==> src/rtl/dds_seq_pkg.sv <==
// Shared types, sizes and helpers for the DDS pulse sequencer.
`timescale 1ns/1ps
package dds_seq_pkg;

   localparam int NUM_CH   = 16;
   localparam int PERIOD_W = 16;
   localparam int WIDTH_W  = 8;
   localparam int SLOT_W   = $clog2(NUM_CH);

   typedef enum logic [2:0] {
      IDLE,
      IOUP,
      RAMP,
      PULSE,
      DONE
   } state_e;

   // Slots shorter than two cycles leave no room for a low phase, so they are widened.
   function automatic logic [PERIOD_W-1:0] eff_period(input logic [PERIOD_W-1:0] period);
      return (period < PERIOD_W'(2)) ? PERIOD_W'(2) : period;
   endfunction

   function automatic logic [PERIOD_W-1:0] clamp_width(input logic [PERIOD_W-1:0] period_eff,
                                                      input logic [WIDTH_W-1:0]  width);
      logic [PERIOD_W-1:0] w;
      w = PERIOD_W'(width);
      return (w < period_eff - PERIOD_W'(1)) ? w : period_eff - PERIOD_W'(1);
   endfunction

endpackage

==> src/rtl/dds_seq_sync2.sv <==
// Two-flop synchronizer with asynchronous active-low reset.
`timescale 1ns/1ps
module dds_seq_sync2 (
   input  logic clk,
   input  logic rst_n,
   input  logic d,
   output logic q
);

   logic meta_q;
   logic sync_q;

   always_ff @(posedge clk or negedge rst_n) begin
      if (!rst_n) begin
         meta_q <= 1'b0;
         sync_q <= 1'b0;
      end else begin
         meta_q <= d;
         sync_q <= meta_q;
      end
   end

   assign q = sync_q;

endmodule

==> src/rtl/dds_pulse_seq.sv <==
// DDS pulse sequencer: io_update strobe, ramp wait on drover, then 16 timed trigger slots.
// Optional RAMP watchdog enabled by defining DDS_SEQ_DROVER_TIMEOUT_EN.
`timescale 1ns/1ps
module dds_pulse_seq
   import dds_seq_pkg::*;
#(
   parameter int IOUP_WIDTH   = 4,
   parameter int RAMP_TIMEOUT = 65535
) (
   input  logic                clk_500m,
   input  logic                rst_n,
   input  logic                cfg_valid,
   output logic                cfg_ready,
   input  logic [PERIOD_W-1:0] cfg_period,
   input  logic [WIDTH_W-1:0]  cfg_width,
   input  logic [NUM_CH-1:0]   cfg_mask,
   input  logic                start,
   input  logic                abort,
   input  logic                drover,
   output logic [NUM_CH-1:0]   triger_pulse,
   output logic                pulse_position,
   output logic                osk,
   output logic                drctl,
   output logic                io_update,
   output logic                busy,
   output logic                done,
   output logic                timeout_err
);

   localparam logic [3:0]        IOUP_LAST = 4'(IOUP_WIDTH - 1);
   localparam logic [SLOT_W-1:0] SLOT_LAST = SLOT_W'(NUM_CH - 1);

   state_e              state_q, state_d;
   logic                cfg_latched_q, cfg_latched_d;
   logic [PERIOD_W-1:0] period_q, period_d;
   logic [PERIOD_W-1:0] pulse_len_q, pulse_len_d;
   logic [NUM_CH-1:0]   mask_q, mask_d;
   logic [3:0]          ioup_cnt_q, ioup_cnt_d;
   logic [SLOT_W-1:0]   slot_q, slot_d;
   logic [PERIOD_W-1:0] cyc_q, cyc_d;
   logic                pos_q, pos_d;
   logic                drover_sync;
   logic                ramp_expired;

   dds_seq_sync2 u_drover_sync (
      .clk   (clk_500m),
      .rst_n (rst_n),
      .d     (drover),
      .q     (drover_sync)
   );

`ifdef DDS_SEQ_DROVER_TIMEOUT_EN
   localparam int RAMP_W = (RAMP_TIMEOUT > 1) ? $clog2(RAMP_TIMEOUT) : 1;
   localparam logic [RAMP_W-1:0] RAMP_LAST = RAMP_W'(RAMP_TIMEOUT - 1);

   logic [RAMP_W-1:0] ramp_cnt_q, ramp_cnt_d;
   logic              timeout_err_q, timeout_err_d;

   assign ramp_expired = (state_q == RAMP) && (ramp_cnt_q == RAMP_LAST);

   // The error flag survives DONE and IDLE and is only cleared by an accepted start or abort.
   always_comb begin
      ramp_cnt_d    = (state_q == RAMP) ? ramp_cnt_q + 1'b1 : '0;
      timeout_err_d = timeout_err_q;
      if (abort)
         timeout_err_d = 1'b0;
      else if (state_q == IDLE && start && cfg_latched_q)
         timeout_err_d = 1'b0;
      else if (ramp_expired && !drover_sync)
         timeout_err_d = 1'b1;
   end

   always_ff @(posedge clk_500m or negedge rst_n) begin
      if (!rst_n) begin
         ramp_cnt_q    <= '0;
         timeout_err_q <= 1'b0;
      end else begin
         ramp_cnt_q    <= ramp_cnt_d;
         timeout_err_q <= timeout_err_d;
      end
   end

   assign timeout_err = timeout_err_q;
`else
   assign ramp_expired = 1'b0;
   assign timeout_err  = 1'b0;
`endif

   always_comb begin
      state_d       = state_q;
      cfg_latched_d = cfg_latched_q;
      period_d      = period_q;
      pulse_len_d   = pulse_len_q;
      mask_d        = mask_q;
      ioup_cnt_d    = ioup_cnt_q;
      slot_d        = slot_q;
      cyc_d         = cyc_q;
      pos_d         = pos_q;

      case (state_q)
         IDLE: begin
            if (cfg_valid) begin
               cfg_latched_d = 1'b1;
               period_d      = eff_period(cfg_period);
               pulse_len_d   = clamp_width(eff_period(cfg_period), cfg_width);
               mask_d        = cfg_mask;
            end
            if (start && cfg_latched_q) begin
               state_d    = IOUP;
               ioup_cnt_d = '0;
               pos_d      = 1'b0;
            end
         end
         IOUP: begin
            if (ioup_cnt_q == IOUP_LAST)
               state_d = RAMP;
            else
               ioup_cnt_d = ioup_cnt_q + 1'b1;
         end
         RAMP: begin
            if (drover_sync) begin
               state_d = PULSE;
               slot_d  = '0;
               cyc_d   = '0;
               pos_d   = ~pos_q;
            end else if (ramp_expired) begin
               state_d = DONE;
            end
         end
         // Each slot toggles pulse_position on its first cycle; the last slot hands over to DONE.
         PULSE: begin
            if (cyc_q == period_q - PERIOD_W'(1)) begin
               cyc_d = '0;
               if (slot_q == SLOT_LAST) begin
                  state_d = DONE;
               end else begin
                  slot_d = slot_q + 1'b1;
                  pos_d  = ~pos_q;
               end
            end else begin
               cyc_d = cyc_q + PERIOD_W'(1);
            end
         end
         DONE:    state_d = IDLE;
         default: state_d = IDLE;
      endcase

      if (abort) begin
         state_d    = IDLE;
         ioup_cnt_d = '0;
         slot_d     = '0;
         cyc_d      = '0;
         pos_d      = 1'b0;
      end
   end

   always_ff @(posedge clk_500m or negedge rst_n) begin
      if (!rst_n) begin
         state_q       <= IDLE;
         cfg_latched_q <= 1'b0;
         period_q      <= PERIOD_W'(2);
         pulse_len_q   <= '0;
         mask_q        <= '0;
         ioup_cnt_q    <= '0;
         slot_q        <= '0;
         cyc_q         <= '0;
         pos_q         <= 1'b0;
      end else begin
         state_q       <= state_d;
         cfg_latched_q <= cfg_latched_d;
         period_q      <= period_d;
         pulse_len_q   <= pulse_len_d;
         mask_q        <= mask_d;
         ioup_cnt_q    <= ioup_cnt_d;
         slot_q        <= slot_d;
         cyc_q         <= cyc_d;
         pos_q         <= pos_d;
      end
   end

   // Outputs decode directly from state so an async reset clears them without waiting for a clock.
   assign cfg_ready      = (state_q == IDLE);
   assign busy           = (state_q != IDLE);
   assign done           = (state_q == DONE);
   assign io_update      = (state_q == IOUP);
   assign osk            = (state_q == IOUP) || (state_q == RAMP) || (state_q == PULSE);
   assign drctl          = (state_q == RAMP) || (state_q == PULSE);
   assign pulse_position = pos_q;
   assign triger_pulse   = (state_q == PULSE && cyc_q < pulse_len_q) ?
                           (mask_q & (NUM_CH'(1) << slot_q)) : '0;

endmodule
==> config.mk <==
export PLATFORM = sky130hd
export DESIGN_NAME = dds_pulse_seq
export DESIGN_NICKNAME = d
export VERILOG_FILES = /design/src/rtl/dds_seq_pkg.sv /design/src/rtl/dds_seq_sync2.sv /design/src/rtl/dds_pulse_seq.sv
export SDC_FILE = /design/constraint.sdc
export NUM_CORES = 1
export LEC_CHECK = 0
export CAP_MARGIN = 25
export CELL_PAD_IN_SITES_DETAIL_PLACEMENT = 1
export CELL_PAD_IN_SITES_GLOBAL_PLACEMENT = 2
export CORE_MARGIN = 2
export CORE_UTILIZATION = 37
export CTS_CLUSTER_DIAMETER = 30
export DETAILED_ROUTE_END_ITERATION = 7
export PLACE_DENSITY = 0.85
export SLEW_MARGIN = 15
export SYNTH_ARGS = -nofsm -noshare
export SYNTH_HDL_FRONTEND = slang
export SYNTH_HIERARCHICAL = 1
export SYNTH_SLANG_ARGS = --single-unit
==> constraint.sdc <==
create_clock -name clk_500m -period 6.4 [get_ports clk_500m]
set_clock_uncertainty 0.2 [all_clocks]
set_input_delay 1.28 -clock clk_500m [delete_from_list [all_inputs] [get_ports clk_500m]]
set_output_delay 1.28 -clock clk_500m [all_outputs]
set_load 0.1 [all_outputs]
==> flow_summary.json, run 1 <==
{
  "outcome": "finished clean",
  "r2r_end": "cyc_q[6]",
  "ant_nets": 0,
  "cts_root_buf": "clkbuf_16",
  "crit_chain": "clkdlybuf4s50_1, nor4_1, or2b_1, o41ai_2, ha_1, nand2b_1, nor4_1, xnor2_1, ha_1, a21o_1, a21oi_1, nor2_1, o22ai_2, nor3_1, a221o_1",
  "layout-drive-gt1-share_pct": 10.18,
  "min_path_type": "reg2reg",
  "port_buffers": 68,
  "dp_slack_ps": 505.9,
  "fmax_mhz": 178.8,
  "wl_met2_um": 6793,
  "yosys.area.top_type_share_pct": 38.82,
  "syn_area_per_cell_um2": 9.434,
  "grt_max_degree": 80,
  "finish.instance_area_um2": 6236,
  "grt_usage_pct": 19.66,
  "p_leak_nw": 2.572,
  "r2r_cells": 8,
  "rr_startpoint": "period_q[0]",
  "synth_fp_nets": 611,
  "grt_setup_unrepaired": "no",
  "cts_tree": "done",
  "totalPowerFinal_mw": 1.441,
  "diodes": 0,
  "layout_setup_ws_ps": 806.7,
  "yosys.area.top_type": "dfrtp_1",
  "worstHoldPathCells": 0,
  "hold_buffers": 0,
  "ys_warn_count": 6,
  "relSlewSlack_pct": 34.40,
  "start_util_pct": 37.97,
  "globalRouteOverflowTotal": 0,
  "min_period_ps": 5593,
  "critical-path-top-delay-family": "compound AO/OA/AOI/OAI gates",
  "clk_latency_ps": 350,
  "ys_seq_elements": 79,
  "dr.max_layer_used": "met4",
  "num_rows": 42,
  "power_density_nw_per_um2": 231.0,
  "worstPathRequired_ps": 6430,
  "ys_async_sr_fraction_pct": 100.0,
  "synth_flop_cell": "dfrtp_1",
  "hold_viol": 0,
  "wl_met3_um": 505,
  "cts_num_sinks": 79,
  "post-cts-setup-buffer-count": 0,
  "ios": 70,
  "max_slew.worst_pin.slew_ps": 981.0,
  "endpoint_kind": "register",
  "die_h_um": 120.6,
  "fillers": 1519,
  "finalCritPeriodShare_pct": 87.40,
  "placed_cell_area_um2": 5861,
  "vdd_ir_drop_max_mv": 0.1286,
  "avgViaCountPerCell": 5.566,
  "synth_commonest_cells": "dfrtp_1 (78), nand2_1 (41), nor2_1 (37), ha_1 (32), mux2_2 (30)",
  "post-dp-hpwl_um": 10370,
  "cp.arrival_ps": 5620,
  "drt-total-wl_um": 13810,
  "r2r_slack_ps": 2480,
  "cts_buffers": 9,
  "clockBufferDepth": 2,
  "syn_area_um2": 5029,
  "synth.most_common_cell": "dfrtp_1",
  "dieArea_um2": 14540,
  "hp-start": "u_drover_sync/meta_q",
  "remaining_drc_errors": 0,
  "setup_viol": 0,
  "antenna_found_initial": 0,
  "ctsHtreeMaxLevel": 3,
  "ys_types": 57,
  "synth-edff-count": 0,
  "slew_violations": 0,
  "yosys-top-cells-area": "dfrtp_1 (39%), ha_1 (8.0%), mux2_2 (6.7%), xnor2_1 (4.4%), nand2_1 (3.1%)",
  "ys_seq_area_share_pct": 39.34,
  "cpPeakStageDelay_ps": 530,
  "cp_max_fo": 15,
  "synthCells": 533,
  "critPathKind": "in2reg",
  "startpoint_type": "primary input",
  "core_um2": 13240,
  "route.vias.total": 4314,
  "cp_slowest_cell": "o41ai_2",
  "post_drt_wl_per_cell_um": 17.82,
  "path_clk_slew_ps": 60,
  "grt_first_pass_wirelength_um": 22670,
  "post_cts_resized": 0,
  "nNetsFinal": 672,
  "grt_pass1_vias": 4443,
  "hold_slack_ps": 153.7,
  "syn2layout_area_growth_pct": 24.01,
  "gp_congestion": 0.8206,
  "chipWidth_um": 120.6,
  "holdPathEnd": "u_drover_sync/q",
  "drt_iter0_drc": 240,
  "drv_cap": 0,
  "drtPass1Iterations": 4,
  "critPathBufInv": 1,
  "wl_met1_um": 6309
}
worst max-delay path by stage:
stage	depth (start not counted)	start	endpoint
global route	15	cfg_period[4]	pulse_len_q[2]
CTS	15	cfg_period[4]	pulse_len_q[6]
floorplan	4	state_q[2]	triger_pulse[3]
global placement	15	cfg_period[4]	pulse_len_q[4]
detailed placement	15	cfg_period[4]	pulse_len_q[3]
finish	15	cfg_period[4]	pulse_len_q[6]
sequential cells by signal, summed over array words and instances (netlist names):
signal / flops
cyc_q: 16
mask_q: 16
period_q: 16
pulse_len_q: 16
ioup_cnt_q: 4
slot_q: 4
state_q: 3
cfg_latched_q: 1
pulse_position: 1
u_drover_sync/meta_q: 1
u_drover_sync/q: 1
kinds of logic (layout without fill, tap and decap cells):
group                    Yosys count  in the layout  synth area share (%)
adder cells (fa/ha/maj)           32             32                 7.962
AND/OR/NAND/NOR                  210            210                 21.92
buffers and inverters             49            115                 4.006
other                              1              1               0.07457
AO/OA/AOI/OAI                     95             95                 13.49
XOR/XNOR                          35             35                 6.096
multiplexers                      32             32                 7.116
flip-flops                        79             79                 39.34
per-stage QoR:
step	utilization (%)	TNS (ps)	cells
3_5_place_dp	44.26	0	758
2_1_floorplan	-	-3777	533
6_report	47.09	0	775
4_1_cts	46.88	0	774
5_1_grt	47.09	0	775
3_3_place_gp	44.10	0	757
layout by cell type, fill, tap and decap left out, types with 6 or more instances in the layout:
| master | synthesis | routed |
|---|---|---|
| mux2_2 | 30 | 30 |
| clkdlybuf4s50_1 | 0 | 67 |
| or3_1 | 9 | 9 |
| dfrtp_1 | 78 | 78 |
| nor2_1 | 37 | 37 |
| xor2_1 | 10 | 10 |
| a21oi_1 | 19 | 19 |
| nand2b_1 | 10 | 10 |
| clkbuf_16 | 0 | 9 |
| a21o_1 | 7 | 7 |
| and3_1 | 12 | 12 |
| nand4_1 | 13 | 13 |
| o21ai_0 | 28 | 28 |
| nor2b_1 | 9 | 9 |
| nor3_1 | 24 | 24 |
| ha_1 | 32 | 32 |
| nand2_1 | 41 | 40 |
| a221o_1 | 6 | 6 |
| nor4_1 | 17 | 17 |
| inv_1 | 28 | 28 |
| nand3_1 | 19 | 19 |
| xnor2_1 | 25 | 25 |
report_power, final:
group	internal (mW)	total [mW]	switching (mW)
combinational	0.118	0.251	0.133
sequential	0.541	0.583	0.0421
clock	0.392	0.606	0.214
per-layer routing:
layer / up-vias / GRT usage [%]
met1: 2174 / 25.50
met5: - / 0
li1: 2047 / -
met4: 0 / 5.741
met3: 14 / 3.538
met2: 79 / 33.51
layout make-up:
| class | instances | area [um2] | area share, % |
|---|---|---|---|
| multi-input combinational | 405 | 2851 | 45.73 |
| sequential | 79 | 1978 | 31.72 |
| timing repair buffer | 71 | 733.2 | 11.76 |
| clock buffer | 11 | 242.7 | 3.892 |
| tap | 176 | 220.2 | 3.531 |
| clock inverter | 5 | 105.1 | 1.685 |
| inverter | 28 | 105.1 | 1.685 |
Note: power is estimated with default switching activity, not from simulation.
==> run 2: changes to the inputs <==
- CORE_MARGIN: 2 -> 10
==> flow_summary.json, run 2 (synthesized netlist as in run 1, its figures left out) <==
{
  "power.internal_mw": 1.004,
  "swShare_pct": 28.22,
  "utilization_pct": 46.75,
  "instances_no_fill": 775,
  "clk_latency_ps": 340,
  "hold_viol": 0,
  "fmax_mhz": 178.4,
  "p_leak_nw": 2.567,
  "drt_iter0_drc": 207,
  "cp.arrival_ps": 5620,
  "max_slew.worst_pin.slew_ps": 988.4,
  "drtPass1Iterations": 4,
  "finalSetupTns_ps": 0,
  "power_switching_mw": 0.3947,
  "post_drt_wl_per_cell_um": 18.09,
  "layout-drive-gt1-share_pct": 10.35,
  "drt-total-wl_um": 14020,
  "path_clk_slew_ps": 70,
  "clockBufferDepth": 2,
  "chipWidth_um": 136.6,
  "grt_max_degree": 80,
  "fillers": 1529,
  "seqPwrFrac_pct": 41.6,
  "setup_viol": 0,
  "ant_nets": 0,
  "dieArea_um2": 18650,
  "endpoint_kind": "register",
  "cts_buffers": 9,
  "cts_num_sinks": 79,
  "startpoint_type": "primary input",
  "cp_max_fo": 15,
  "post-dp-hpwl_um": 10670,
  "syn2layout_area_growth_pct": 23.61,
  "cts_root_buf": "clkbuf_16",
  "vdd_ir_drop_max_mv": 0.2302,
  "relSlewSlack_pct": 33.90,
  "antenna_found_initial": 0,
  "r2r_slack_ps": 2460,
  "grt_pass1_vias": 4569,
  "gp_congestion": 0.8277,
  "critPathKind": "in2reg",
  "route.vias.total": 4279,
  "post_cts_resized": 0,
  "globalRouteOverflowTotal": 0,
  "power_frac_comb_pct": 18.0,
  "grt_first_pass_wirelength_um": 23320,
  "nNetsFinal": 672,
  "die_h_um": 136.6,
  "worstPathRequired_ps": 6410,
  "slew_violations": 0,
  "outcome": "finished clean",
  "grt_setup_unrepaired": "no",
  "drv_cap": 0,
  "power_density_nw_per_um2": 225.0,
  "clkPwrFrac_pct": 40.4,
  "num_rows": 42,
  "layout_commonest_cell": "dfrtp_1",
  "core_um2": 13300,
  "placed_cells_incl_taps": 758,
  "diodes": 0,
  "finalCritPeriodShare_pct": 87.60,
  "final_cell_mix": "dfrtp_1 (78), clkdlybuf4s50_1 (67), nand2_1 (40), nor2_1 (37), ha_1 (32)",
  "start_util_pct": 37.82,
  "ios": 70,
  "cts_tree": "done",
  "hold_buffers": 0,
  "remaining_drc_errors": 0,
  "ctsHtreeMaxLevel": 3,
  "port_buffers": 68,
  "post-cts-setup-buffer-count": 0,
  "grt_usage_pct": 15.34,
  "avgViaCountPerCell": 5.521,
  "min_path_type": "reg2reg",
  "min_period_ps": 5606
}
[run 2: cell count changes in the layout (fill, tap and decap cells not counted)]
cell,change
clkinv_4,+2
inv_6,+2
clkinvlp_4,-1
bufinv_16,-1
clkbuf_8,-1
clkbuf_1,-1
[run 2: worst paths after layout]
kind	depth (start not counted)	start	to
min reg2reg	0	u_drover_sync/meta_q	u_drover_sync/q
min	0	u_drover_sync/meta_q	u_drover_sync/q
min in group asynchronous	1	rst_n	mask_q[11]
max	15	cfg_period[4]	pulse_len_q[6]
max in group asynchronous	2	rst_n	period_q[1]
max reg2reg	8	period_q[0]	cyc_q[14]
[run 2: per-layer routing]
layer	part of all wire (%)	track usage [%]
met1	45	18.75
met2	49	26.30
met3	4.6	3.996
met4	1.2	3.669
met5	0	0
[run 2: through the flow]
step                area [um2]  setup WS, ps  hold WS, ps  power, mW
global route              6216         484.7        171.7      1.466
global placement          5841         756.0        138.0     0.8296
detailed placement        5861         486.2        140.4     0.8429
floorplan                 5029        -601.4        131.2     0.7462
finish                    6216         793.5        153.3      1.399
CTS                       6188         818.2        155.7      1.416
[run 2: final cells by class]
| type | instances | area (um2) | area share (%) |
|---|---|---|---|
| clock buffers | 9 | 225.2 | 3.623 |
| clock inverters | 7 | 102.6 | 1.651 |
| inverters | 28 | 105.1 | 1.691 |
| multi-input cells | 405 | 2851 | 45.87 |
| flip-flops and latches | 79 | 1978 | 31.82 |
| well taps | 176 | 220.2 | 3.543 |
| repair buffers | 71 | 733.2 | 11.80 |
[run 2: worst max-delay path: stages]
cell	delay, ps
clkdlybuf4s50_1	500
nor4_1	500
or2b_1	320
o41ai_2	510
ha_1	300
nand2b_1	120
nor4_1	260
xnor2_1	210
ha_1	300
a21o_1	160
a21oi_1	130
nor2_1	60
o22ai_2	540
nor3_1	120
a221o_1	310
[run 2: power groups by stage]
stage / registers (mW) / clock network (mW) / logic [mW]
global route: 0.590 / 0.597 / 0.279
CTS: 0.583 / 0.580 / 0.253
global placement: 0.590 / 0 / 0.240
finish: 0.582 / 0.565 / 0.252
floorplan: 0.575 / 0 / 0.171
detailed placement: 0.592 / 0 / 0.251
==> run 3: changes to the inputs <==
- REMOVE_ABC_BUFFERS: not set -> 1
==> flow_summary.json, run 3 (synthesized netlist as in run 1, its figures left out) <==
{
  "power_density_nw_per_um2": 222.2,
  "nNetsFinal": 674,
  "placed_cells_incl_taps": 760,
  "vdd_ir_drop_max_mv": 0.1285,
  "placed_cell_area_um2": 5863,
  "instances_no_fill": 777,
  "drv_cap": 0,
  "ctsHtreeMaxLevel": 3,
  "fmax_mhz": 182.4,
  "cp_max_fo": 15,
  "layout_commonest_cell": "dfrtp_1",
  "clkPwrFrac_pct": 39.1,
  "gp_congestion": 0.9159,
  "dieArea_um2": 18650,
  "grt_pass1_vias": 4584,
  "use_met3_pct": 3.702,
  "cp-startpoint": "cfg_period[4]",
  "finalSetupTns_ps": 0,
  "globalRouteOverflowTotal": 0,
  "drt-total-wl_um": 14640,
  "core_um2": 13300,
  "cp-endpoint": "pulse_len_q[6]",
  "power_switching_mw": 0.3836,
  "clk_latency_ps": 350,
  "setup_viol": 0,
  "grt_setup_unrepaired": "no",
  "slew_violations": 0,
  "remaining_drc_errors": 0,
  "ant_nets": 0,
  "clockBufferDepth": 2,
  "start_util_pct": 37.82,
  "worstPathRequired_ps": 6420,
  "post_cts_resized": 0,
  "path_clk_slew_ps": 60,
  "avgViaCountPerCell": 5.480,
  "seqPwrFrac_pct": 42.5,
  "r2r_cells": 8,
  "chipWidth_um": 136.6,
  "min_path_type": "reg2reg",
  "r2r_end": "cyc_q[7]",
  "cts_root_buf": "clkbuf_16",
  "port_buffers": 68,
  "grt_usage_pct": 16.00,
  "grt_util_met1_pct": 20.77,
  "max_slew.worst_pin.slew_ps": 1025,
  "power.internal_mw": 0.9928,
  "finish.instance_area_um2": 6193,
  "busiest_layer": "met2",
  "relSlewSlack_pct": 31.45,
  "post_drt_wl_per_cell_um": 18.84,
  "grt_max_degree": 80,
  "post-dp-hpwl_um": 11000,
  "final_cell_mix": "dfrtp_1 (78), clkdlybuf4s50_1 (59), nand2_1 (40), nor2_1 (37), ha_1 (32)",
  "ios": 70,
  "power_frac_comb_pct": 18.4,
  "die_h_um": 136.6,
  "num_rows": 42,
  "min_period_ps": 5483,
  "critPathKind": "in2reg",
  "endpoint_kind": "register",
  "outcome": "finished clean",
  "grt_first_pass_wirelength_um": 23990,
  "route.vias.total": 4258,
  "grt_util_met2_pct": 25.85,
  "cts_tree": "done",
  "r2r_slack_ps": 2750,
  "finalCritPeriodShare_pct": 85.67,
  "hold_viol": 0,
  "layout-drive-gt1-share_pct": 11.81,
  "drtPass1Iterations": 4,
  "diodes": 0,
  "post-cts-setup-buffer-count": 0,
  "syn2layout_area_growth_pct": 23.16,
  "cts_buffers": 9,
  "cts_num_sinks": 79,
  "startpoint_type": "primary input",
  "rr_startpoint": "period_q[0]",
  "p_leak_nw": 2.592,
  "cp.arrival_ps": 5500,
  "drt_iter0_drc": 201,
  "swShare_pct": 27.87,
  "antenna_found_initial": 0,
  "hold_buffers": 0,
  "fillers": 1558
}
run 3: cell type report:
class                           instances  area [um2]  area share [%]
Clock buffer                           13       270.3           4.364
Clock inverter                          3       40.04          0.6465
Inverter                               28       105.1           1.697
Multi-Input combinational cell        405        2851           46.04
Sequential cell                        79        1978           31.94
Tap cell                              176       220.2           3.556
Timing Repair Buffer                   73       728.2           11.76
run 3: worst min-delay path by stage:
stage	cells after the start	from	slack, ps	end
after floorplan	0	u_drover_sync/meta_q	130	u_drover_sync/q
after global placement	0	u_drover_sync/meta_q	130	u_drover_sync/q
after detailed placement	0	u_drover_sync/meta_q	140	u_drover_sync/q
after CTS	0	u_drover_sync/meta_q	150	u_drover_sync/q
after global routing	0	u_drover_sync/meta_q	170	u_drover_sync/q
final	0	u_drover_sync/meta_q	140	u_drover_sync/q
run 3: critical path, cell delays in order:
cell and delay (ps):
clkdlybuf4s50_1 510, nor4_1 490, or2b_1 310, o41ai_2 470, ha_1 290, nand2b_1 120
nor4_1 270, xnor2_1 200, ha_1 290, a21o_1 160, a21oi_1 140, nor2_1 60
o22ai_2 500, nor3_1 90, a221o_1 300
run 3: power groups by stage:
stage / clock network, mW / registers, mW / logic, mW
6_report: 0.538 / 0.585 / 0.253
5_1_grt: 0.579 / 0.591 / 0.283
4_1_cts: 0.552 / 0.585 / 0.255
3_5_place_dp: 0 / 0.593 / 0.253
3_3_place_gp: 0 / 0.590 / 0.241
2_1_floorplan: 0 / 0.577 / 0.164
run 3: stage by stage:
| step | setup WS [ps] | total power [mW] | utilization (%) | hold WS, ps |
|---|---|---|---|---|
| after floorplan | -843.6 | 0.7410 | - | 131.2 |
| after global placement | 797.9 | 0.8317 | 43.89 | 131.4 |
| after detailed placement | 592.7 | 0.8457 | 44.10 | 140.9 |
| after CTS | 938.5 | 1.391 | 46.43 | 151.0 |
| after global routing | 546.6 | 1.453 | 46.58 | 170.9 |
| final | 917.2 | 1.376 | 46.58 | 144.4 |
run 3: per-layer routing:
metal  share of wire, %  vias up
met5                  0        -
met4                1.5        0
met3                5.6       20
met2                 46      105
met1                 47     2075
li1                   -     2058
